<file path="config.mk">
export PLATFORM = sky130hd
export DESIGN_NAME = conv_maxpool_flat
export DESIGN_NICKNAME = d
export VERILOG_FILES = /design/src/rtl/conv_maxpool_if.sv /design/src/rtl/conv_maxpool.sv /design/src/flat_wrapper.sv
export SDC_FILE = /design/constraint.sdc
export NUM_CORES = 1
export LEC_CHECK = 0
export ABC_AREA = 1
export CAP_MARGIN = 10
export CORE_ASPECT_RATIO = 1.4
export CORE_MARGIN = 10
export CORE_UTILIZATION = 25
export DETAILED_ROUTE_END_ITERATION = 7
export SYNTH_ARGS = -nofsm -noshare
export SYNTH_HDL_FRONTEND = slang
export SYNTH_SLANG_ARGS = --single-unit
</file>
<file path="constraint.sdc">
create_clock -name clk -period 6.15 [get_ports clk]
set_input_delay 0.615 -clock clk [delete_from_list [all_inputs] [get_ports clk]]
set_output_delay 0.615 -clock clk [all_outputs]
set_load 0.03 [all_outputs]
</file>
<file path="src/rtl/conv_maxpool_if.sv">
// Sample stream between conv and the 2x2 max-pool stage.
// The master drives input samples and the slave returns pooled results.
interface conv_maxpool_if #(
    parameter int DW = 32
);
    logic [DW-1:0] din;
    logic          ivalid;
    logic          idone;
    logic [DW-1:0] dout;
    logic          ovalid;
    logic          done;

    modport master (output din, ivalid, idone, input  dout, ovalid, done);
    modport slave  (input  din, ivalid, idone, output dout, ovalid, done);
endinterface

</file>
<file path="src/rtl/conv_maxpool.sv">
// 2x2 stride-2 signed max-pool over a raster-ordered conv result stream.
// A horizontal pair register and a half-row line buffer feed one output per 2x2 block.
module conv_maxpool #(
    parameter int DW = 32,
    parameter int W0 = 24,
    parameter int W1 = 8
) (
    input  logic            clk,
    input  logic            rst,
    input  logic            start,
    input  logic            state,
    conv_maxpool_if.slave   io,
    output logic            err
);
    localparam int MAXW = (W0 > W1) ? W0 : W1;
    localparam int CW   = $clog2(MAXW);
    localparam int LBD  = MAXW / 2;
    localparam logic [CW-1:0] W0_M1 = CW'(W0 - 1);
    localparam logic [CW-1:0] W1_M1 = CW'(W1 - 1);

    typedef enum logic {IDLE, RUN} fsm_t;

    fsm_t          fsm_q, fsm_d;
    logic          layer;
    logic [CW-1:0] col, row, n_m1;
    logic [CW-2:0] pair_idx;
    logic [DW-1:0] hreg, hmax, dout_q;
    logic [DW-1:0] lbuf [LBD];
    logic          ovalid_q, done_q;
    logic          accept, is_last, bad_done, out_fire, lbuf_wr;

    function automatic logic [DW-1:0] smax(input logic [DW-1:0] a, input logic [DW-1:0] b);
        return ($signed(a) > $signed(b)) ? a : b;
    endfunction

    always_ff @(posedge clk or posedge rst) begin
        if (rst) fsm_q <= IDLE;
        else     fsm_q <= fsm_d;
    end

    always_comb begin
        fsm_d = fsm_q;
        case (fsm_q)
            IDLE: if (start) fsm_d = RUN;
            RUN:  fsm_d = RUN;
            default: fsm_d = IDLE;
        endcase
        if (accept && (is_last || bad_done)) fsm_d = IDLE;
    end

    // The frame size comes from the live layer select only on the start edge.
    always_comb begin
        n_m1     = '0;
        accept   = 1'b0;
        is_last  = 1'b0;
        bad_done = 1'b0;
        out_fire = 1'b0;
        lbuf_wr  = 1'b0;
        pair_idx = col[CW-1:1];
        hmax     = smax(hreg, io.din);
        if (fsm_q == IDLE) n_m1 = state ? W1_M1 : W0_M1;
        else               n_m1 = layer ? W1_M1 : W0_M1;
        accept   = io.ivalid && ((fsm_q == RUN) || start);
        is_last  = (col == n_m1) && (row == n_m1);
        bad_done = io.idone && !is_last;
        out_fire = accept && !bad_done && col[0] && row[0];
        lbuf_wr  = accept && !bad_done && col[0] && !row[0];
    end

    always_ff @(posedge clk or posedge rst) begin
        if (rst) begin
            layer    <= 1'b0;
            col      <= '0;
            row      <= '0;
            hreg     <= '0;
            dout_q   <= '0;
            ovalid_q <= 1'b0;
            done_q   <= 1'b0;
            err      <= 1'b0;
        end else begin
            ovalid_q <= 1'b0;
            done_q   <= 1'b0;
            if (fsm_q == IDLE && start) layer <= state;
            if (accept) begin
                if (!col[0]) hreg <= io.din;
                if (bad_done) err <= 1'b1;
                if (out_fire) begin
                    dout_q   <= smax(lbuf[pair_idx], hmax);
                    ovalid_q <= 1'b1;
                    done_q   <= is_last;
                end
                if (is_last || bad_done) begin
                    col <= '0;
                    row <= '0;
                end else if (col == n_m1) begin
                    col <= '0;
                    row <= row + 1'b1;
                end else begin
                    col <= col + 1'b1;
                end
            end else if (fsm_q == IDLE) begin
                col <= '0;
                row <= '0;
            end
        end
    end

    // Every entry is rewritten on an even row before the odd row reads it.
    always_ff @(posedge clk) begin
        if (lbuf_wr) lbuf[pair_idx] <= hmax;
    end

    assign io.dout   = dout_q;
    assign io.ovalid = ovalid_q;
    assign io.done   = done_q;
endmodule

</file>
<file path="src/flat_wrapper.sv">
// flat-port wrapper written by rule: the top's interface ports become plain ports
module conv_maxpool_flat 
#(
    parameter int DW = 32,
    parameter int W0 = 24,
    parameter int W1 = 8
)
  (clk, rst, start, state, err, io_din, io_ivalid, io_idone, io_dout, io_ovalid, io_done);
  conv_maxpool_if #(.DW(DW)) io_i ();
  input  logic clk;
  input  logic rst;
  input  logic start;
  input  logic state;
  output logic err;
  input wire logic [$bits(io_i.din)-1:0] io_din;
  input wire logic [$bits(io_i.ivalid)-1:0] io_ivalid;
  input wire logic [$bits(io_i.idone)-1:0] io_idone;
  output wire logic [$bits(io_i.dout)-1:0] io_dout;
  output wire logic [$bits(io_i.ovalid)-1:0] io_ovalid;
  output wire logic [$bits(io_i.done)-1:0] io_done;
  assign io_i.din = io_din;
  assign io_i.ivalid = io_ivalid;
  assign io_i.idone = io_idone;
  assign io_dout = io_i.dout;
  assign io_ovalid = io_i.ovalid;
  assign io_done = io_i.done;
  conv_maxpool #(.DW(DW), .W0(W0), .W1(W1)) u_core (.clk(clk), .rst(rst), .start(start), .state(state), .io(io_i), .err(err));
endmodule
</file>
==> results.ini, run 1 <==
[run_status]
status=finished clean

[clock_tree]
htreeDepth=2
cts_setup_buffers=0
cts-root-buf=clkbuf_16
cts_tree=done
clk_pin_slew_ns=0.07
numCtsBuffers=42
postCtsResizedCells=0
cts_hold_buf=0
clock_latency_ns=0.56
clockBufferDepth=3
cts_sinks=463

[worst_setup_path]
crit_path_start_kind=primary input
crit_path_end_kind=flip-flop
arrival_ns=5.96
r2r-start=u_core.hreg[31]
rrSetupSlack_ns=0.97
ff2ff_path_depth=24
crit_type=primary input to flip-flop
reg2reg_to=u_core.io.dout[29]
required_ns=6.65
critical_path.max_fanout=32

[synthesis]
synth_edf_count=384
ys_seq_area_share_pct=66.31
async_flop_share_pct=17.06
syn-num-nets=1936
synth.distinct_cells=35
synth_cells=1832
synth_area_per_cell_um2=11.12
ys_warn_count=0
synth_area_mm2=0.02037
synth_seq_cells=463
synthFlopType=edfxtp_1

[global_routing]
grt_use_met2_pct=19.74
busiest_layer=met2
globalRouteTotalUtil_pct=11.62
grt_start_max_net_pins=78
grt_first_pass_wirelength_um=84440
grtUsageMet3_pct=1.632
overflow=0
use_met1_pct=14.85
grt_antenna_before_repair=1
grt_pass1_vias=14050

[sta]
hold_ws_ns=0.3724
fin_skew_ns=0.02191
finalHoldViolations=0
fin_crit_sh_pct=88.80
finalCriticalPeriod_ns=5.461
drv_slew=0
slew_headroom_pct=31.81
rsz0062_at_grt=false
tightest_slew_ns=1.020
max_freq_mhz=183.1
setup_tns_ns=0
setup_viol=0

[drt]
viasPerCell=4.695
ant_nets=0
wirelength_um=55790
first_pass_iters=5
dr_total_vias=14060
drc=0
first_iter_violations=1161
wire_per_inst_um=18.63

[pwr]
peakVddDrop_uv=260.4
powerDensity_mw_per_mm2=479.7
leakage_nw=9.306

[finish]
layout.area.seq_mm2=0.01351
layout-drive-gt1-share_pct=6.884
multi_input_comb_area_mm2=0.005976
mostFrequentLayoutCells=nand2_1, edfxtp_1, inv_1
antenna_cells=0
fin_nets=2004
layout_commonest_cell=nand2_1
syn_to_final_growth_pct=17.55
fillCellCount=8194

[floorplan]
fp.dieH_um=357.8
start_util_pct=25.26
ios=73
core_area_mm2=0.08064
dieArea_mm2=0.09347
row_count=123
die_x_um=261.3

[hold_path]
min_path_type=primary input to asynchronous set/reset pin

[placed_design]
port_buffers=72
place.gp.congestion=0.8177
dp_hpwl_um=34740

[flow_run]
drv_cap=0

[state kept, by name, summed over array words and instances, names as in the netlist]
name and flops:
u_core.io.dout 32, u_core.col 5, u_core.io.ovalid 1, u_core.row 5, u_core.fsm_q 1, u_core.io.done 1, u_core.lbuf 384, u_core.layer 1
u_core.err 1, u_core.hreg 32
[cells in the mapped netlist (2+ instances only)]
cell	count	area [um^2]
a21oi_1	37	185.2
o22ai_1	3	18.77
nand2_2	2	12.51
and3_1	15	93.84
nand3_1	38	190.2
inv_1	142	533.0
a31oi_1	17	106.4
nand3_2	2	20.02
xor2_1	3	26.28
dfrtp_1	79	1977
a22o_1	17	148.9
nor2_2	2	12.51
clkinv_1	19	71.32
buf_4	6	45.04
clkbuf_1	44	165.2
a22oi_1	112	840.8
nand2_1	583	2188
nor3_1	2	10.01
ha_1	66	825.8
nor2_1	61	229.0
buf_2	35	175.2
o21ai_0	60	300.3
inv_2	2	7.510
nand4_1	86	538.0
xnor2_1	2	17.52
o21a_1	4	30.03
edfxtp_1	384	11530
a21o_1	2	15.01
[worst max-delay path by stage]
stage / depth (start not counted) / slack [ns] / startpoint / endpoint
final: 26 / 0.69 / io_din[31] / u_core.io.dout[29]
after global placement: 24 / 0.24 / io_din[31] / u_core.io.dout[6]
after floorplan: 25 / 2.16 / io_din[31] / u_core.io.dout[2]
after detailed placement: 24 / 0.18 / io_din[31] / u_core.io.dout[29]
after CTS: 26 / 0.75 / io_din[31] / u_core.io.dout[29]
after global routing: 24 / 0.22 / io_din[31] / u_core.io.dout[29]
[cell families after synthesis]
| logic type | after synthesis | synth area share, % |
|---|---|---|
| AND/OR/NAND/NOR | 794 | 16.32 |
| flip-flops | 463 | 66.31 |
| AO/OA/AOI/OAI | 255 | 8.193 |
| buffers and inverters | 249 | 4.913 |
| adder cells (fa/ha/maj) | 66 | 4.054 |
| XOR/XNOR | 5 | 0.2150 |
[area by class of cell]
| type | count | area share, % |
|---|---|---|
| well taps | 1062 | 5.549 |
| repair buffers | 110 | 4.410 |
| clock inverters | 29 | 1.520 |
| flip-flops and latches | 463 | 56.41 |
| inverters | 163 | 2.560 |
| clock buffers | 47 | 4.598 |
| multi-input cells | 1120 | 24.95 |
[critical path: stages]
cell	delay, ns
clkdlybuf4s50_1	0.54
inv_1	0.08
ha_1	0.34
a21oi_1	0.19
o21a_1	0.14
nand2_1	0.05
a21oi_1	0.23
nand3_1	0.22
nand3_1	0.17
buf_4	0.26
nand2_1	0.11
nand2_1	0.39
inv_1	0.11
ha_1	0.31
nand2_1	0.06
nor2_1	0.27
nand2_1	0.09
nand2_1	0.06
nand2_1	0.04
nand2_1	0.10
nand2_1	0.08
nand3_2	0.27
nand3_2	0.69
nand3_1	0.32
nand2_1	0.12
nand2_1	0.07
[routing by layer]
layer | share of wire (%) | wire, um
met1 | 42 | 23710
met5 | 0.016 | 9
met4 | 2.8 | 1584
met3 | 6.4 | 3545
met2 | 48 | 26950
[report_power, final]
| group | internal [mW] | total, mW | switching (mW) |
|---|---|---|---|
| combinational | 1.21 | 4.13 | 2.92 |
| clock | 1.64 | 2.82 | 1.18 |
| sequential | 4.35 | 4.54 | 0.189 |
[per-stage QoR]
step / power [mW] / utilization (%) / std cells / cell area [um^2] / setup slack [ns]
floorplan: 7.300 / - / 1832 / 20370 / 2.159
global placement: 8.587 / 27.88 / 2918 / 22480 / 0.2363
detailed placement: 8.708 / 27.88 / 2918 / 22480 / 0.1772
CTS: 11.52 / 29.70 / 2994 / 23950 / 0.7544
global route: 12.14 / 29.70 / 2994 / 23950 / 0.2178
finish: 11.49 / 29.70 / 2994 / 23950 / 0.6885
Note: power is estimated with default switching activity, not from simulation.
==> run 2: changes to the inputs <==
--- a/config.mk
+++ b/config.mk
@@ -6,10 +6,10 @@
 export NUM_CORES = 1
 export LEC_CHECK = 0
 export ABC_AREA = 1
-export CAP_MARGIN = 10
 export CORE_ASPECT_RATIO = 1.4
 export CORE_MARGIN = 10
 export CORE_UTILIZATION = 25
+export CTS_BUF_LIST = sky130_fd_sc_hd__clkbuf_8 sky130_fd_sc_hd__clkbuf_16
 export DETAILED_ROUTE_END_ITERATION = 7
 export SYNTH_ARGS = -nofsm -noshare
 export SYNTH_HDL_FRONTEND = slang
==> run 2 against run 1 <==
Against the previous run:
- routed wire length barely moved
- combinational power about the same
- final cell count unchanged
- sequential share of layout area stayed put
- sequential power about the same
- via count barely moved
- global-route usage stayed put
==> results.ini, run 2 (synthesized netlist as in run 1, its figures left out) <==
[global_routing]
grt_pass1_vias=14050  ; unchanged
grt_first_pass_wirelength_um=84440  ; unchanged
grt_antenna_before_repair=1  ; unchanged
globalRouteTotalUtil_pct=11.62  ; unchanged
overflow=0  ; unchanged
grt_start_max_net_pins=78  ; unchanged

[floorplan]
row_count=123  ; unchanged
ios=73  ; unchanged
die_x_um=261.3  ; unchanged
fp.dieH_um=357.8  ; unchanged
dieArea_mm2=0.09347  ; unchanged
core_area_mm2=0.08064  ; unchanged
start_util_pct=25.26  ; unchanged

[finish]
mostFrequentLayoutCells=nand2_1, edfxtp_1, inv_1
largest_reg_flops=384  ; unchanged
fin_area_mm2=0.02395  ; unchanged
top_register=u_core.lbuf
layout_commonest_cell=nand2_1
fin_nets=2004  ; unchanged
antenna_cells=0  ; unchanged
instances_no_fill=2994  ; unchanged
layout-drive-gt1-share_pct=6.884  ; unchanged
syn_to_final_growth_pct=17.55  ; unchanged

[clock_tree]
numCtsBuffers=42  ; unchanged
cts_setup_buffers=0  ; unchanged
cts-root-buf=clkbuf_16
htreeDepth=2  ; unchanged
clockBufferDepth=3  ; unchanged
cts_tree=done
cts_sinks=463  ; unchanged
cts_hold_buf=0  ; unchanged
postCtsResizedCells=0  ; unchanged
clk_pin_slew_ns=0.07  ; about the same
clock_latency_ns=0.56  ; about the same

[sta]
tightest_slew_ns=1.021  ; +0.0003892 ns
fin_crit_sh_pct=88.85  ; about the same
rsz0062_at_grt=false
fin_skew_ns=0.02179  ; -0.0001191 ns
layout_setup_ws_ns=0.6857  ; -0.002771 ns
hold_ws_ns=0.3748  ; +0.002418 ns
setup_viol=0  ; unchanged
slew_headroom_pct=31.78  ; about the same
max_freq_mhz=183.0  ; about the same
finalHoldViolations=0  ; unchanged
setup_tns_ns=0  ; unchanged
finalCriticalPeriod_ns=5.464  ; +0.002771 ns
drv_slew=0  ; unchanged

[worst_setup_path]
crit_type=primary input to flip-flop
rrSetupSlack_ns=0.97  ; about the same
crit_path_start_kind=primary input
critical_path.max_fanout=32  ; unchanged
cp_slowest_cell=nand3_2
required_ns=6.65  ; about the same
crit_top_cell=nand2_1
crit_path_end_kind=flip-flop
arrival_ns=5.96  ; about the same
slowest_delay_ns=0.69  ; about the same

[hold_path]
min_path_type=primary input to asynchronous set/reset pin

[placed_design]
dp_worst_setup_slack_ns=0.1772  ; unchanged
placed_area_mm2=0.02248  ; unchanged
dp_hpwl_um=34740  ; unchanged
port_buffers=72  ; unchanged
dp.cells=2918  ; unchanged
place.gp.congestion=0.8177  ; unchanged

[drt]
drc=0  ; unchanged
ant_nets=0  ; unchanged
first_iter_violations=1161  ; unchanged
wire_per_inst_um=18.64  ; about the same
dr_total_vias=14070  ; +0.071%
first_pass_iters=5  ; unchanged
viasPerCell=4.698  ; about the same
wirelength_um=55810  ; about the same

[pwr]
peakVddDrop_uv=260.5  ; about the same
powerDensity_mw_per_mm2=479.5  ; about the same
leakage_nw=9.318  ; +0.13%

[flow_run]
drv_cap=0  ; unchanged

[run_status]
status=finished clean

==> run 2: cell types whose count changed in the layout (fill, tap and decap cells not counted) <==
| cell | previous run | this run |
|---|---|---|
| clkbuf_1 | 3 | 0 |
| inv_1 | 141 | 144 |
==> run 2: metal layers <==
layer	track usage [%]	share of wire (%)	vias to the layer above
li1	-	-	6535
met1	14.85	42	6950
met4	4.099	2.8	2
met5	0	0.016	-
met3	1.632	6.6	96
met2	19.74	48	483
==> run 2: worst paths after layout <==
| path | from | endpoint | cells past startpoint |
|---|---|---|---|
| max | io_din[31] | u_core.io.dout[29] | 26 |
| min reg2reg | u_core.io.dout[14] | u_core.io.dout[14] | 2 |
| max in group asynchronous | rst | u_core.io.dout[25] | 3 |
| max reg2reg | u_core.hreg[31] | u_core.io.dout[29] | 24 |
| min | rst | u_core.col[3] | 2 |
| min in group clk | u_core.io.dout[14] | u_core.io.dout[14] | 2 |
==> run 2: through the flow <==
step / total power [mW] / util (%)
6_report: 11.48 / 29.70
4_1_cts: 11.52 / 29.70
3_5_place_dp: 8.708 / 27.88
5_1_grt: 12.14 / 29.70
3_3_place_gp: 8.587 / 27.88
2_1_floorplan: 7.300 / -
==> run 2: layout make-up <==
class                   count  area [um^2]
clock buffers              44         1090
inverters                 163        613.1
repair buffers            110         1056
well taps                1062         1329
clock inverters            32        375.4
multi-input cells        1120         5976
flip-flops and latches    463        13510
fillers                  8194        56700
==> run 2: critical path, delay by kind of cell <==
kind            cells  cell delay (ns)
fa+ha+maj           2             0.65
compound gates      3             0.56
simple gates       17             3.11
buf+inv             4             0.99
==> run 2: power breakdown <==
part	internal (mW)	switching, mW	total, mW
clock network	1.63	1.18	2.81
logic	1.21	2.92	4.13
registers	4.35	0.189	4.54
==> run 3: changes to the inputs <==
--- a/config.mk
+++ b/config.mk
@@ -11,6 +11,7 @@
 export CORE_UTILIZATION = 25
 export CTS_BUF_LIST = sky130_fd_sc_hd__clkbuf_8 sky130_fd_sc_hd__clkbuf_16
 export DETAILED_ROUTE_END_ITERATION = 7
+export MAX_ROUTING_LAYER = met4
 export SYNTH_ARGS = -nofsm -noshare
 export SYNTH_HDL_FRONTEND = slang
 export SYNTH_SLANG_ARGS = --single-unit
==> run 3 against run 2 <==
Against the previous run:
- clock-buffer cell count stayed put
- clock skew hardly changed
- critical endpoint unchanged
- register-to-register slack barely moved
- flip-flop and latch count did not move
- largest power group unchanged
==> results.ini, run 3 (synthesized netlist as in run 1, its figures left out) <==
[run_status]
status=finished clean

[global_routing]
grt_first_pass_wirelength_um=84350  ; -0.11%
overflow=0  ; unchanged
globalRouteTotalUtil_pct=11.96  ; +0.34 points
grt_pass1_vias=14070  ; +0.18%
grt_antenna_before_repair=1  ; unchanged
grt_start_max_net_pins=78  ; unchanged

[sta]
tightest_slew_ns=1.023  ; +0.002386 ns
slew_headroom_pct=31.62  ; -0.16 points
fin_skew_ns=0.02130  ; -0.0004905 ns
fin_crit_sh_pct=88.47  ; -0.38 points
setup_tns_ns=0  ; unchanged
setup_viol=0  ; unchanged
finalCriticalPeriod_ns=5.441  ; -0.02333 ns
rsz0062_at_grt=false
drv_slew=0  ; unchanged
max_freq_mhz=183.8  ; +0.43%
finalHoldViolations=0  ; unchanged

[finish]
fin_area_mm2=0.02395  ; about the same
mostFrequentLayoutCells=nand2_1, edfxtp_1, inv_1
syn_to_final_growth_pct=17.56  ; about the same
layout-drive-gt1-share_pct=6.884  ; unchanged
top_register=u_core.lbuf
layout_commonest_cell=nand2_1
largest_reg_flops=384  ; unchanged
fin_nets=2004  ; unchanged

[clock_tree]
clock_latency_ns=0.56  ; about the same
cts_tree=done
postCtsResizedCells=0  ; unchanged
htreeDepth=2  ; unchanged
cts_setup_buffers=0  ; unchanged
clk_pin_slew_ns=0.07  ; about the same
cts-root-buf=clkbuf_16
cts_hold_buf=0  ; unchanged
clockBufferDepth=3  ; unchanged
cts_sinks=463  ; unchanged
numCtsBuffers=42  ; unchanged

[worst_setup_path]
crit_type=primary input to flip-flop
arrival_ns=5.94  ; -0.02 ns
crit_path_end_kind=flip-flop
r2r-start=u_core.hreg[31]
required_ns=6.65  ; about the same
crit_path_start_kind=primary input
slowest_delay_ns=0.70  ; about the same
path_cells=clkdlybuf4s50_1 > inv_1 > ha_1 > a21oi_1 > o21a_1 > nand2_1 > a21oi_1 > nand3_1 > nand3_1 > buf_4 > nand2_1 > nand2_1 > inv_1 > ha_1 > nand2_1 > nor2_1 > nand4_1 > nor3b_2 > nand2_1 > nand3_2 > nand3_2 > nand3_1 > nand2_1 > nand2_1
ff2ff_path_depth=22  ; -8.3%
cp_slowest_cell=nand3_2
crit_start=io_din[31]
critical_path.max_fanout=32  ; unchanged
crit_top_cell=nand2_1

[pwr]
peakVddDrop_uv=260.5  ; about the same
p_int_mw=7.196  ; about the same
powerDensity_mw_per_mm2=478.9  ; -0.12%
pwr-share-seq_pct=39.6  ; about the same
clkPwrFrac_pct=24.5  ; about the same
p_total_mw=11.47  ; -0.11%
leakage_nw=9.318  ; about the same
switchingPower_mw=4.274  ; -0.30%
p_comb_share_pct=35.9  ; about the same
switching_share_pct=37.26  ; -0.072 points

[placed_design]
placed_area_mm2=0.02248  ; unchanged
place.gp.congestion=0.8299  ; +1.5%
port_buffers=72  ; unchanged
dp_hpwl_um=34740  ; unchanged

[drt]
wirelength_um=55720  ; -0.16%
ant_nets=0  ; unchanged
first_iter_violations=1228  ; +5.8%
first_pass_iters=5  ; unchanged
dr_total_vias=14080  ; +0.11%
viasPerCell=4.702  ; about the same
wire_per_inst_um=18.60  ; -0.19%
drc=0  ; unchanged

[floorplan]
row_count=123  ; unchanged
fp.dieH_um=357.8  ; unchanged
die_x_um=261.3  ; unchanged
dieArea_mm2=0.09347  ; unchanged
ios=73  ; unchanged
core_area_mm2=0.08064  ; unchanged
start_util_pct=25.26  ; unchanged

[hold_path]
min_path_type=primary input to asynchronous set/reset pin

[flow_run]
drv_cap=0  ; unchanged

## run 3: cell types whose count changed in the layout (fill, tap and decap cells not counted), sizes merged
| cell | delta |
|---|---|
| diode | +1 |
## run 3: final cells by class
cell class	instances	area (um^2)
Antenna cell	1	2.502
Clock buffer	44	1090
Clock inverter	32	375.4
Fill cell	8195	56690
Inverter	163	613.1
Multi-Input combinational cell	1120	5976
Sequential cell	463	13510
Tap cell	1062	1329
Timing Repair Buffer	110	1056
## run 3: stage by stage
stage / cells / worst slack [ns] / util (%) / hold slack [ns]
CTS: 2994 / 0.7544 / 29.70 / 0.3765
global route: 2995 / 0.2127 / 29.70 / 0.3968
detailed placement: 2918 / 0.1772 / 27.88 / 0.4647
finish: 2995 / 0.7091 / 29.70 / 0.3744
global placement: 2918 / 0.2363 / 27.88 / 0.4717
floorplan: 1832 / 2.159 / - / 0.4750
## run 3: power groups by stage
stage          Sequential, mW  Combinational [mW]  Clock (mW)
3_5_place_dp             4.60                4.11           0
6_report                 4.54                4.12        2.81
4_1_cts                  4.54                4.13        2.85
3_3_place_gp             4.60                3.99           0
5_1_grt                  4.57                4.60        2.96
2_1_floorplan            4.69                2.61           0
## run 3: path summary, 6_finish.rpt
| path | slack (ns) | to |
|---|---|---|
| setup / recovery | 0.71 | u_core.io.dout[29] |
| hold / removal | 0.37 | u_core.hreg[2] |
| setup reg to reg | 0.98 | u_core.io.dout[29] |
| hold reg to reg | 0.48 | u_core.io.dout[14] |
| max in group asynchronous | 4.57 | u_core.io.dout[25] |
| min in group clk | 0.48 | u_core.io.dout[14] |
## run 3: layer usage
| metal | share of wire (%) | vias up | GRT usage [%] |
|---|---|---|---|
| met5 | 0 | - | - |
| met4 | 2.9 | 0 | 4.099 |
| met3 | 5.3 | 102 | 1.372 |
| met2 | 49 | 481 | 19.79 |
| met1 | 43 | 6959 | 14.96 |
| li1 | - | 6540 | - |
## run 3: critical path: cells and delay by family
family	cells	cell delay, ns
buf+inv	4	0.94
compound gates	3	0.56
fa+ha+maj	2	0.70
simple gates	15	3.09
